File: src/rtl/param_dmux_seq_if.sv
// Handshake and demux-drive bundle between a bit source, the frame
// sequencer and the downstream 1-to-N demultiplexer.
interface param_dmux_seq_if #(
  parameter int unsigned N = 8
);
  localparam int unsigned SW = $clog2(N);

  logic          start;
  logic [N-1:0]  mask;
  logic          in_valid;
  logic          in_data;
  logic          in_ready;
  logic [SW-1:0] sel;
  logic          dout;
  logic          strobe;
  logic          busy;
  logic          done;

  modport master (
    output start, mask, in_valid, in_data,
    input  in_ready, sel, dout, strobe, busy, done
  );

  modport slave (
    input  start, mask, in_valid, in_data,
    output in_ready, sel, dout, strobe, busy, done
  );
endinterface

File: src/rtl/param_dmux_seq.sv
// Frame sequencer: strobes one accepted serial bit per enabled channel of the
// latched mask, in ascending channel order, onto a 1-to-N demux selector.
module param_dmux_seq #(
  parameter int unsigned N = 8
) (
  input  logic              clk,
  input  logic              rst_n,
  param_dmux_seq_if.slave   bus
);
  localparam int unsigned SW = $clog2(N);

  typedef enum logic [0:0] {
    IDLE = 1'b0,
    RUN  = 1'b1
  } state_e;

  state_e        state_q, state_d;
  logic [N-1:0]  mask_q, mask_d;
  logic [SW-1:0] cur_q, cur_d;
  logic [SW-1:0] sel_q, sel_d;
  logic          dout_q, dout_d;
  logic          strobe_q, strobe_d;
  logic          busy_q, busy_d;
  logic          done_q, done_d;

  logic [SW-1:0] first_idx;
  logic [SW-1:0] next_idx;
  logic          next_found;

  // Lowest set bit of the incoming mask; only consulted when mask != 0.
  always_comb begin
    first_idx = '0;
    for (int i = int'(N) - 1; i >= 0; i--) begin
      if (bus.mask[i]) first_idx = SW'(i);
    end
  end

  // Lowest latched-mask bit strictly above the current channel.
  always_comb begin
    next_idx   = '0;
    next_found = 1'b0;
    for (int i = int'(N) - 1; i >= 0; i--) begin
      if (mask_q[i] && (i > int'(cur_q))) begin
        next_idx   = SW'(i);
        next_found = 1'b1;
      end
    end
  end

  // Next-state and registered-output logic.
  always_comb begin
    state_d  = state_q;
    mask_d   = mask_q;
    cur_d    = cur_q;
    sel_d    = sel_q;
    dout_d   = 1'b0;
    strobe_d = 1'b0;
    done_d   = 1'b0;

    case (state_q)
      IDLE: begin
        if (bus.start) begin
          if (|bus.mask) begin
            mask_d  = bus.mask;
            cur_d   = first_idx;
            state_d = RUN;
          end else begin
            done_d = 1'b1;
          end
        end
      end
      RUN: begin
        if (bus.in_valid) begin
          sel_d    = cur_q;
          dout_d   = bus.in_data;
          strobe_d = 1'b1;
          if (next_found) begin
            cur_d = next_idx;
          end else begin
            state_d = IDLE;
            done_d  = 1'b1;
          end
        end
      end
      default: state_d = IDLE;
    endcase

    busy_d = (state_d == RUN);
  end

  always_ff @(posedge clk) begin
    if (!rst_n) begin
      state_q  <= IDLE;
      mask_q   <= '0;
      cur_q    <= '0;
      sel_q    <= '0;
      dout_q   <= 1'b0;
      strobe_q <= 1'b0;
      busy_q   <= 1'b0;
      done_q   <= 1'b0;
    end else begin
      state_q  <= state_d;
      mask_q   <= mask_d;
      cur_q    <= cur_d;
      sel_q    <= sel_d;
      dout_q   <= dout_d;
      strobe_q <= strobe_d;
      busy_q   <= busy_d;
      done_q   <= done_d;
    end
  end

  // Ready depends on state only, so the source may key in_valid off it.
  assign bus.in_ready = (state_q == RUN);
  assign bus.sel      = sel_q;
  assign bus.dout     = dout_q;
  assign bus.strobe   = strobe_q;
  assign bus.busy     = busy_q;
  assign bus.done     = done_q;
endmodule
File: src/flat_wrapper.sv
// flat-port wrapper written by rule: the top's interface ports become plain ports
module param_dmux_seq_flat 
#(
  parameter int unsigned N = 8
)
  (clk, rst_n, bus_start, bus_mask, bus_in_valid, bus_in_data, bus_in_ready, bus_sel, bus_dout, bus_strobe, bus_busy, bus_done);
  param_dmux_seq_if #(.N(N)) bus_i ();
  input  logic clk;
  input  logic rst_n;
  input wire logic [$bits(bus_i.start)-1:0] bus_start;
  input wire logic [$bits(bus_i.mask)-1:0] bus_mask;
  input wire logic [$bits(bus_i.in_valid)-1:0] bus_in_valid;
  input wire logic [$bits(bus_i.in_data)-1:0] bus_in_data;
  output wire logic [$bits(bus_i.in_ready)-1:0] bus_in_ready;
  output wire logic [$bits(bus_i.sel)-1:0] bus_sel;
  output wire logic [$bits(bus_i.dout)-1:0] bus_dout;
  output wire logic [$bits(bus_i.strobe)-1:0] bus_strobe;
  output wire logic [$bits(bus_i.busy)-1:0] bus_busy;
  output wire logic [$bits(bus_i.done)-1:0] bus_done;
  assign bus_i.start = bus_start;
  assign bus_i.mask = bus_mask;
  assign bus_i.in_valid = bus_in_valid;
  assign bus_i.in_data = bus_in_data;
  assign bus_in_ready = bus_i.in_ready;
  assign bus_sel = bus_i.sel;
  assign bus_dout = bus_i.dout;
  assign bus_strobe = bus_i.strobe;
  assign bus_busy = bus_i.busy;
  assign bus_done = bus_i.done;
  param_dmux_seq #(.N(N)) u_core (.clk(clk), .rst_n(rst_n), .bus(bus_i));
endmodule
File: config.mk
export PLATFORM = sky130hd
export DESIGN_NAME = param_dmux_seq_flat
export DESIGN_NICKNAME = d
export VERILOG_FILES = /design/src/rtl/param_dmux_seq_if.sv /design/src/rtl/param_dmux_seq.sv /design/src/flat_wrapper.sv
export SDC_FILE = /design/constraint.sdc
export NUM_CORES = 1
export LEC_CHECK = 0
export BUFFER_PORTS_ARGS = -buffer_cell sky130_fd_sc_hd__clkbuf_2
export CAP_MARGIN = 30
export CORE_ASPECT_RATIO = 1.2
export CORE_UTILIZATION = 45
export DETAILED_ROUTE_END_ITERATION = 16
export PLACE_DENSITY = 0.71
export SYNTH_ARGS = -nofsm -noshare
export SYNTH_HDL_FRONTEND = slang
export SYNTH_SLANG_ARGS = --single-unit
export TNS_END_PERCENT = 30
File: constraint.sdc
create_clock -name clk -period 3.3 [get_ports clk]
set_input_delay 0.66 -clock clk [delete_from_list [all_inputs] [get_ports clk]]
set_output_delay 0.66 -clock clk [all_outputs]
set_load 0.02 [all_outputs]
Word-level counts from Yosys, hierarchy flattened
Index checks and enable logic that the tools add are counted.
Widths: inputs -> output; s select.
{ "word_totals": {"regBits": 18, "in_bits": 13, "output_inout_bits": 8} }
{ "op_classes": {"n_lt_le_gt_ge": 7, "eq_ne": 4, "mux": 38, "n_bitwise": 1, "reduce_logical": 13} }
{ "op_table": {"columns": ["operator", "n"], "rows": [
  ["$mux 3", 19],
  ["$mux 1", 16],
  ["$gt 3x3->1 const A", 4],
  ["$reduce_or 8->1", 1],
  ["$logic_and 1x1->1", 7],
  ["$gt 2x3->1 const A", 2],
  ["$ne 2x2->1 const B", 3],
  ["$pmux 3 s2", 1],
  ["$reduce_and 3->1", 2],
  ["$pmux 1 s2", 2],
  ["$reduce_and 2->1", 2],
  ["$reduce_and 4->1", 1],
  ["$gt 1x3->1 const A", 1],
  ["$ne 2x1->1 const B", 1],
  ["$not 1->1", 1]
]} }

Longest topological paths before layout
Gate-level depths: netlist of the first run.
{ "logic_depth": {"ltp_word": 12, "ltp_mapped": 6} }

Worst setup path before layout of the first run
No wires, ideal clock.
{ "synth_path": {"kind": "input to register", "from": "input port bus_mask[4]", "to": "register u_core.cur_q[0]", "arrival_ns": 1.709, "t_required_ns": 3.228, "setup_slack_ns": 1.520, "stages": 5, "cell_sequence": "or4_4 -> nor3_2 -> a41oi_2 -> nand2_2 -> mux2i_1"} }
{ "synth_between": {"elab_chain_len": 8, "word_cells_on_any_way": 11, "classes_between": "1 x eq/ne; 8 x mux; 2 x reduce/logical"} }
{ "synth_lines": {"columns": ["item", "line_no", "rtl"], "rows": [
  ["start: declaration", "flat_wrapper.sv:11", "input wire logic [$bits(bus_i.mask)-1:0] bus_mask;"],
  ["$mux 3 (5 in series)", "param_dmux_seq.sv:34", "if (bus.mask[i]) first_idx = SW'(i);"],
  ["$mux 3", "param_dmux_seq.sv:63", "if (|bus.mask) begin"],
  ["$mux 3", "param_dmux_seq.sv:62", "if (bus.start) begin"],
  ["$pmux 3 s2", "param_dmux_seq.sv:60", "case (state_q)"],
  ["end signal: assignment", "param_dmux_seq.sv:104", "cur_q <= cur_d;"],
  ["end: declaration", "param_dmux_seq.sv:19", "logic [SW-1:0] cur_q, cur_d;"]
]} }
Several ways; a longest one is shown, not always the timed one. The select of a mux whose other input is x is not followed.
A chain may end at the register's enable or synchronous reset.

==> key figures, run 1 <==
Timing
  – Worst-Margin Slew: 0.592 ns
  – Fmax: 0.516 GHz
  – Final hold violations: 0
  – Post-route minimum period: 1.94 ns
  – Headroom to the max-slew limit: 60.5%
  – RSZ-0062 raised after global routing: false
  – Min Hold Slack: 0.474 ns
  – Setup_tns: 0 ns
  – Finish-stage setup viols: 0
  – Final Cycle Share: 58.8%
  – Skew final: 0.00264 ns
  – Slew Limit Fails: 0
  – Final worst setup slack: 1.36 ns

Placed design
  – Placed insts: 158
  – HPWL after DPL: 1620 um
  – Global placement routability congestion: 0.862
  – Pre-CTS WS: 1.26 ns
  – IO buf count: 20
  – Post-DP Area: 0.00109 sq mm

Die
  – Row count: 18
  – Die W: 44.7 um
  – Die area: 0.00238 sq mm
  – Chip height: 53.2 um
  – I/O pin count: 21
  – Starting Density: 48.0%
  – Core ar.: 0.00205 sq mm

Global routing
  – Grt peak-use layer: met2
  – GRT overflow: 0
  – M2 GR Usage: 37.3%
  – Met3 usage: 4.10%
  – Vias in the first global route: 836
  – M1 GR Usage: 25.3%
  – Antenna violations before repair: 0
  – First-pass GRT wire length: 3700 um
  – Gr usage total: 21.6%
  – Largest net degree at the start of global routing: 20

Critical path
  – Critical Path Slowest Stage Cell: dfxtp_1
  – Crit path arrival time: 1.28 ns
  – WS Path Type: reg2out
  – Top delay family on crit path: flip-flops
  – Worst-path fanout max: 18
  – Cell Chain, Critical Path: clkbuf_2
  – Crit start category: register
  – CP required: 2.64 ns
  – CP bufs+invs: 1
  – Worst Setup End Kind: output port
  – CP max stage delay: 0.71 ns

Layout
  – Area delta synth->final: 13.1%
  – Final std cells w/o fill: 162
  – Final #Nets: 146
  – Commonest non-fill, non-tap cell in the layout: clkbuf_2
  – Final instance area: 0.00111 sq mm
  – Number of diodes: 0
  – Fillers: 222
  – Most frequent cells in the layout: 20 x clkbuf_2, 17 x dfxtp_1, 11 x mux2i_1, 11 x nand2_1, 10 x nor2b_1
  – Share of layout cells above drive strength 1: 23.5%

Min path
  – Tightest Hold Check Type: reg2reg

Power
  – Clock power frac: 25.0%
  – Switching part of the total power: 31.7%
  – Int Power: 0.000312 W
  – Max VDD drop: 0.298 mV
  – Pwr dens: 411 mW/mm^2
  – Leakage: 0.446 nW
  – Net switching power of the design: 0.000145 W
  – Logic gate share of total power: 22.7%
  – Share of total power in sequential cells: 52.3%

Clocking
  – Root Driver: clkbuf_4
  – H-tree level count: 1
  – Post-CTS sizing: 0
  – Clk_lat worst skew: 0.29 ns
  – Post-CTS Hold Buffers: 0
  – Sink Count: 17
  – Setup Fix Bufs, Post-CTS: 0
  – TritonCTS clock tree: yes
  – CTS Buf Count: 3
  – Longest Clk Path Bufs: 2
  – CTS clk-pin slew, worst paths: 0.10 ns

Drt
  – DRT iter0 DRCs: 29
  – Vias per inst: 5.63
  – Antenna viol nets, final: 0
  – Total Wirelength: 2240 um
  – Vias: 912
  – DRC: 0
  – Wirelength per Cell: 13.8 um
  – DR pass1 iterations: 4

Yosys
  – Top cell type's share of synthesized area: 34.6%
  – Syn Nets: 127
  – #FFs+latches synth: 17
  – Synth Area per Inst: 8.63 sq um
  – Post-synthesis cell area: 983 sq um
  – Cell taking the most area after synthesis: dfxtp_1
  – Synthesis warning total: 0
  – Unique cell type count in the Yosys netlist: 37
  – Cells after Synth: 114
  – Sequential cell area fraction in the yosys report: 34.6%
  – Top post-synthesis cells by area: dfxtp_1 35%, mux2i_1 11%, nor2b_1 6.4%

Status
  – Status: finished clean

Job
  – Maxcap violations: 0
-- cells in the mapped netlist, drive strengths merged --
cell	instances
o31ai	4
a2bb2oi	1
clkbuf	2
nand2b	3
o21bai	2
a21o	2
nor2b	10
nand3	5
o211ai	1
nor4	1
o221a	1
or4	2
a32o	2
buf	4
and2	1
inv	5
a21oi	5
a21boi	3
and3	1
nor2	7
dfxtp	17
nor3b	1
a41oi	1
mux2i	11
a21bo	1
o21ai	2
nand4	2
nand2	12
nor3	2
o2bb2ai	1
nor4b	2
-- sequential cells by signal, summed over array words and instances, names as in the netlist --
register / count
u_core.bus.sel: 3
u_core.mask_q: 7
u_core.bus.dout: 1
u_core.bus.strobe: 1
u_core.cur_q: 3
u_core.bus.in_ready: 1
u_core.bus.done: 1
-- kinds of logic after synthesis --
kind of cell           share of synthesized area (%)
AO/OA/AOI/OAI                                   20.4
buffers and inverters                           5.47
flip-flops                                      34.6
multiplexers                                    11.2
AND/OR/NAND/NOR                                 28.4
-- final timing paths --
| check | to | slack, ns | from | depth (start not counted) |
|---|---|---|---|---|
| worst min-delay path | u_core.bus.sel[0] | 0.47 | u_core.bus.sel[0] | 2 |
| worst max register to register | u_core.cur_q[1] | 1.49 | u_core.cur_q[1] | 5 |
| worst min register to register | u_core.bus.sel[0] | 0.47 | u_core.bus.sel[0] | 2 |
| worst max-delay path | bus_busy | 1.36 | u_core.bus.in_ready | 1 |
-- final cells by class --
cell class                 count  area (sq um)  area share (%)
timing repair buffer          20           100            9.00
tap                           30          37.5            3.37
sequential                    17           340            30.6
multi-input combinational     86           589            53.0
inverter                       5          18.8            1.69
clock buffer                   4          26.3            2.36
-- stage by stage --
stage               total power, W  utilization, %
finish                    0.000457            54.3
global route              0.000479            54.3
CTS                       0.000459            54.3
detailed placement        0.000346            53.0
global placement          0.000344            53.0
floorplan                 0.000318               -
-- layer usage --
layer | vias up | routed length [um]
met5 | - | 0
met4 | 0 | 25
met3 | 4 | 90
met2 | 35 | 1100
met1 | 426 | 1020
li1 | 447 | -
-- power by group through the flow --
stage                      logic, W  registers (W)  clock network, W
after CTS                  0.000104       0.000238          0.000116
after detailed placement   0.000103       0.000243                 0
after floorplan           0.0000828       0.000235                 0
after global routing       0.000115       0.000241          0.000123
final                      0.000104       0.000239          0.000114
after global placement     0.000101       0.000243                 0
Power figures use the tool's default switching activity.
==> run 2, diff against run 1 <==
PLACE_DENSITY = 0.74   (was 0.71)
clock period = 1.6 ns   (was 3.3 ns; I/O delays follow)
==> run 2 against run 1 <==
Clock skew about the same. Routed wire length increased by 0.13%. Sequential cell count unchanged. Clock power increased by 110%. Combinational power increased to 2.7 times the previous value. Worst hold slack got worse by 0.26 ns. Via count increased by 2.4%. Final area increased by 12%. Global-route usage decreased by 0.24 points. Critical path type unchanged. Critical endpoint unchanged.
==> key figures, run 2 (synthesized netlist as in run 1, its figures left out) <==
Min path
  – Min-delay src: bus_in_data
  – Worst hold stages: 2
  – Tightest Hold Check Type: in2reg
  – Worst hold endpoint: u_core.bus.dout

Global routing
  – First-pass GRT wire length: 3670 um
  – Met3 usage: 5.12%
  – M2 GR Usage: 35.8%
  – Grt peak-use layer: met2
  – M1 GR Usage: 25.7%
  – Vias in the first global route: 837
  – Antenna violations before repair: 0
  – Gr usage total: 21.4%
  – GRT overflow: 0
  – Largest net degree at the start of global routing: 20

Status
  – Status: finished clean

Die
  – Row count: 18
  – Starting Density: 48.0%
  – Die area: 0.00238 sq mm
  – Die W: 44.7 um
  – I/O pin count: 21
  – Core ar.: 0.00205 sq mm
  – Chip height: 53.2 um

Power
  – Max VDD drop: 0.641 mV
  – Pwr Total: 0.000992 W
  – Clock power frac: 24.0%
  – Share of total power in sequential cells: 48.0%
  – Leakage: 0.531 nW
  – Net switching power of the design: 0.000309 W
  – Int Power: 0.000682 W
  – Pwr dens: 793 mW/mm^2
  – Switching part of the total power: 31.2%
  – Logic gate share of total power: 28.0%

Layout
  – Number of diodes: 0
  – Final #Nets: 162
  – Share of layout cells above drive strength 1: 35.8%
  – Area delta synth->final: 27.1%
  – Final instance area: 0.00125 sq mm
  – Max FFs per register: 7
  – Commonest non-fill, non-tap cell in the layout: clkbuf_2
  – Most frequent cells in the layout: 20 x clkbuf_2, 16 x buf_4, 13 x dfxtp_1
  – Fillers: 197
  – Most flops, register: u_core.mask_q

Timing
  – Slew Limit Fails: 0
  – Worst-Margin Slew: 0.494 ns
  – Min Hold Slack: 0.213 ns
  – Final Cycle Share: 95.0%
  – Final hold violations: 0
  – Headroom to the max-slew limit: 67.0%
  – Post-route minimum period: 1.52 ns
  – Final worst setup slack: 0.0794 ns
  – Finish-stage setup viols: 0
  – Fmax: 0.658 GHz
  – Skew final: 0.00253 ns

Critical path
  – Worst Setup End Kind: output port
  – Crit Reg-Reg Startpoint: u_core.cur_q[1]
  – Worst-path fanout max: 10
  – RR Endpoint: u_core.cur_q[0]
  – Crit path arrival time: 1.20 ns
  – CP required: 1.28 ns
  – Crit start category: register
  – R2R setup slack: 0.11 ns
  – Cells on worst reg2reg path: 5
  – WS Path Type: reg2out

Placed design
  – Global placement routability congestion: 0.799
  – HPWL after DPL: 1720 um
  – IO buf count: 20
  – Pre-CTS WS: -0.0445 ns
  – Post-DP Area: 0.00119 sq mm

Drt
  – Wirelength per Cell: 12.6 um
  – Vias per inst: 5.25
  – DR pass1 iterations: 4
  – Total Wirelength: 2240 um
  – DRT iter0 DRCs: 20
  – Vias: 934
  – Antenna viol nets, final: 0
  – DRC: 0

Clocking
  – Sink Count: 17
  – Post-CTS Hold Buffers: 0
  – Clk_lat worst skew: 0.30 ns
  – Root Driver: clkbuf_4
  – CTS Buf Count: 3
  – H-tree level count: 1
  – TritonCTS clock tree: yes
  – Longest Clk Path Bufs: 2
  – CTS clk-pin slew, worst paths: 0.10 ns

Job
  – Maxcap violations: 0
-- run 2: cell types whose count changed in the layout (fill, tap and decap cells not counted) --
cell,previous run,this run
buf_4,0,16
dfxtp_1,17,13
dfxtp_2,0,2
dfxtp_4,0,2
nor2b_1,10,9
nor2b_2,0,1
nor3b_1,1,0
nor3b_2,0,1
o21ai_0,2,1
o21ai_1,0,1
-- run 2: worst max-delay path by stage --
stage	start	slack, ns	end
5_1_grt	u_core.mask_q[5]	-0.005	u_core.cur_q[2]
3_5_place_dp	bus_mask[4]	-0.04	u_core.cur_q[2]
2_1_floorplan	bus_mask[4]	0.16	u_core.cur_q[0]
3_3_place_gp	bus_mask[4]	-0.04	u_core.cur_q[1]
6_report	u_core.bus.in_ready	0.08	bus_busy
4_1_cts	u_core.mask_q[5]	0.01	u_core.cur_q[0]
-- run 2: per-stage QoR --
step                std cells  util [%]  setup TNS (ns)
floorplan                 114         -               0
global placement          172      58.1          -0.130
detailed placement        172      58.1          -0.123
CTS                       176      59.4               0
global route              178      61.0        -0.00458
finish                    178      61.0               0
-- run 2: layout make-up --
class,count,area [sq um],share of cell area (%)
inverters,5,18.8,1.50
flip-flops and latches,17,350,28.0
multi-input cells,86,597,47.7
well taps,30,37.5,3.00
clock buffers,4,26.3,2.10
repair buffers,36,220,17.6
-- run 2: metal layers --
metal	share of wire [%]	vias to the layer above	wire length [um]
li1	-	477	-
met3	4.1	5	92
met4	1.8	0	40
met5	0	-	0
met2	49	27	1090
met1	45	425	1010
-- run 2: critical path: stages, from the launching register on --
cell and delay, ns:
dfxtp_1 0.52, buf_4 0.21, clkbuf_2 0.17
-- run 2: power groups by stage --
stage	registers, W	logic, W	clock network, W
detailed placement	0.000486	0.000267	0
finish	0.000476	0.000277	0.000238
global route	0.000480	0.000302	0.000272
global placement	0.000486	0.000264	0
floorplan	0.000484	0.000171	0
CTS	0.000476	0.000269	0.000246
-- run 2: timing repair --
item / CTS / global route
endpoints found under the setup margin: 0 / 3
setup buffers: 0 / 2
gates resized for setup: 0 / 9
==> run 3, diff against run 2 <==
==> constraint.sdc (replaced) <==
create_clock -name clk -period 1.6 [get_ports clk]
set_input_delay 0.48 -clock clk [delete_from_list [all_inputs] [get_ports clk]]
set_output_delay 0.48 -clock clk [all_outputs]
set_load 0.02 [all_outputs]
==> run 3 against run 2 <==
Routed wire length up 8.1%. Sequential cell count did not move. Fmax fell by 0.73%. Largest cell class unchanged.
==> key figures, run 3 (synthesized netlist as in run 1, its figures left out) <==
Status
  – Status: finished clean

Global routing
  – Largest net degree at the start of global routing: 13
  – Gr usage total: 22.3%
  – GRT overflow: 0
  – Vias in the first global route: 914
  – First-pass GRT wire length: 3840 um
  – Antenna violations before repair: 0

Critical path
  – Worst-path fanout max: 5
  – CP bufs+invs: 1
  – Crit path depth: 6
  – Crit Reg-Reg Startpoint: u_core.mask_q[5]
  – CP max stage delay: 0.43 ns
  – Crit start category: register
  – Crit path launch: u_core.mask_q[5]
  – Worst Setup End Kind: register
  – WS Path Type: reg2reg
  – Crit path arrival time: 1.77 ns
  – CP required: 1.84 ns
  – Cell Chain, Critical Path: nor3b_2 > nor4b_4 > buf_4 > o31ai_1 > nand2_1 > mux2i_1
  – Top delay family on crit path: simple AND/OR/NAND/NOR gates
  – Cells on worst reg2reg path: 6
  – Critical Path Slowest Stage Cell: dfxtp_1

Placed design
  – Global placement routability congestion: 0.844
  – IO buf count: 20
  – Pre-CTS WS: -0.269 ns
  – HPWL after DPL: 1860 um

Die
  – Die W: 44.7 um
  – I/O pin count: 21
  – Core ar.: 0.00205 sq mm
  – Starting Density: 48.0%
  – Row count: 18
  – Die area: 0.00238 sq mm
  – Chip height: 53.2 um

Drt
  – DR pass1 iterations: 4
  – Total Wirelength: 2420 um
  – DRC: 0
  – Antenna viol nets, final: 0
  – Vias per inst: 5.52
  – Wirelength per Cell: 13.5 um
  – DRT iter0 DRCs: 45
  – Vias: 988

Layout
  – Commonest non-fill, non-tap cell in the layout: clkbuf_2
  – Number of diodes: 0
  – Layout Utilization: 62.5%
  – Area delta synth->final: 30.3%
  – Most flops, register: u_core.mask_q
  – Share of layout cells above drive strength 1: 38.3%
  – Final #Nets: 163
  – Max FFs per register: 7
  – Fillers: 182
  – Most frequent cells in the layout: 20 x clkbuf_2, 17 x buf_4, 13 x dfxtp_1

Clocking
  – Longest Clk Path Bufs: 2
  – CTS clk-pin slew, worst paths: 0.11 ns
  – Sink Count: 17
  – Clk_lat worst skew: 0.30 ns
  – Root Driver: clkbuf_4
  – Setup Fix Bufs, Post-CTS: 0
  – TritonCTS clock tree: yes
  – CTS Buf Count: 3
  – Post-CTS Hold Buffers: 0
  – H-tree level count: 1

Power
  – Net switching power of the design: 0.000334 W
  – Switching part of the total power: 32.6%
  – Pwr dens: 798 mW/mm^2
  – Share of total power in sequential cells: 47.1%
  – Logic gate share of total power: 28.5%
  – Pwr Total: 0.00102 W
  – Int Power: 0.000689 W
  – Max VDD drop: 0.495 mV
  – Leakage: 0.551 nW
  – Clock power frac: 24.3%

Timing
  – Final Cycle Share: 95.7%
  – Skew final: 0.00196 ns
  – Slew Limit Fails: 0
  – Setup_tns: 0 ns
  – Worst-Margin Slew: 0.452 ns
  – Min Hold Slack: 0.366 ns
  – Post-route minimum period: 1.53 ns
  – Final hold violations: 0
  – Final worst setup slack: 0.0681 ns
  – Fmax: 0.653 GHz
  – Headroom to the max-slew limit: 69.8%
  – Finish-stage setup viols: 0

Job
  – Maxcap violations: 0

Min path
  – Min-delay src: bus_in_data
  – Tightest Hold Check Type: in2reg
  – Worst hold stages: 2
==> run 3: cell count changes in the layout (fill, tap and decap cells not counted), sizes merged <==
cell,before,now
clkinv,0,1
buf,16,17
clkbuf,24,23
==> run 3: path summary, 6_finish.rpt <==
| check | to | slack (ns) |
|---|---|---|
| worst max-delay path | u_core.cur_q[2] | 0.07 |
| worst min-delay path | u_core.bus.dout | 0.37 |
| worst min register to register | u_core.bus.sel[1] | 0.47 |
| worst max register to register | u_core.cur_q[2] | 0.07 |
==> run 3: worst reg2reg max path, stage by stage (launching register included) <==
cell and delay (ns):
dfxtp_1 0.43, nor3b_2 0.34, nor4b_4 0.10, buf_4 0.15, o31ai_1 0.23, nand2_1 0.08
mux2i_1 0.13
==> run 3: metrics by stage <==
| stage | std cells | area, sq um |
|---|---|---|
| 4_1_cts | 179 | 1260 |
| 3_5_place_dp | 175 | 1220 |
| 5_1_grt | 179 | 1280 |
| 3_3_place_gp | 175 | 1220 |
| 2_1_floorplan | 114 | 987 |
| 6_report | 179 | 1280 |
==> run 3: cell type report <==
class                           instances  area, sq um  share of cell area, %
Multi-Input combinational cell         86          619                   48.3
Sequential cell                        17          350                   27.3
Timing Repair Buffer                   37          228                   17.8
Tap cell                               30         37.5                   2.93
Clock buffer                            3         22.5                   1.76
Inverter                                5         18.8                   1.46
Clock inverter                          1         5.00                  0.391
==> run 3: layer usage <==
layer / GRT usage (%) / wire [um]
met5: 0 / 0
met3: 4.10 / 110
met1: 24.7 / 1000
met4: 11.6 / 55
met2: 39.7 / 1250
==> run 3: repair_timing <==
| item | 4_1_cts | 5_1_grt |
|---|---|---|
| gates cloned | 0 | 0 |
| pin swaps | 1 | 2 |
| gates resized for setup | 4 | 7 |
| endpoints found under the setup margin | 5 | 5 |
==> run 3: power by group through the flow <==
stage	Combinational (W)	Clock [W]	Sequential, W
6_report	0.000292	0.000249	0.000482
5_1_grt	0.000318	0.000265	0.000485
4_1_cts	0.000284	0.000251	0.000479
3_5_place_dp	0.000275	0	0.000487
3_3_place_gp	0.000267	0	0.000486
2_1_floorplan	0.000171	0	0.000484
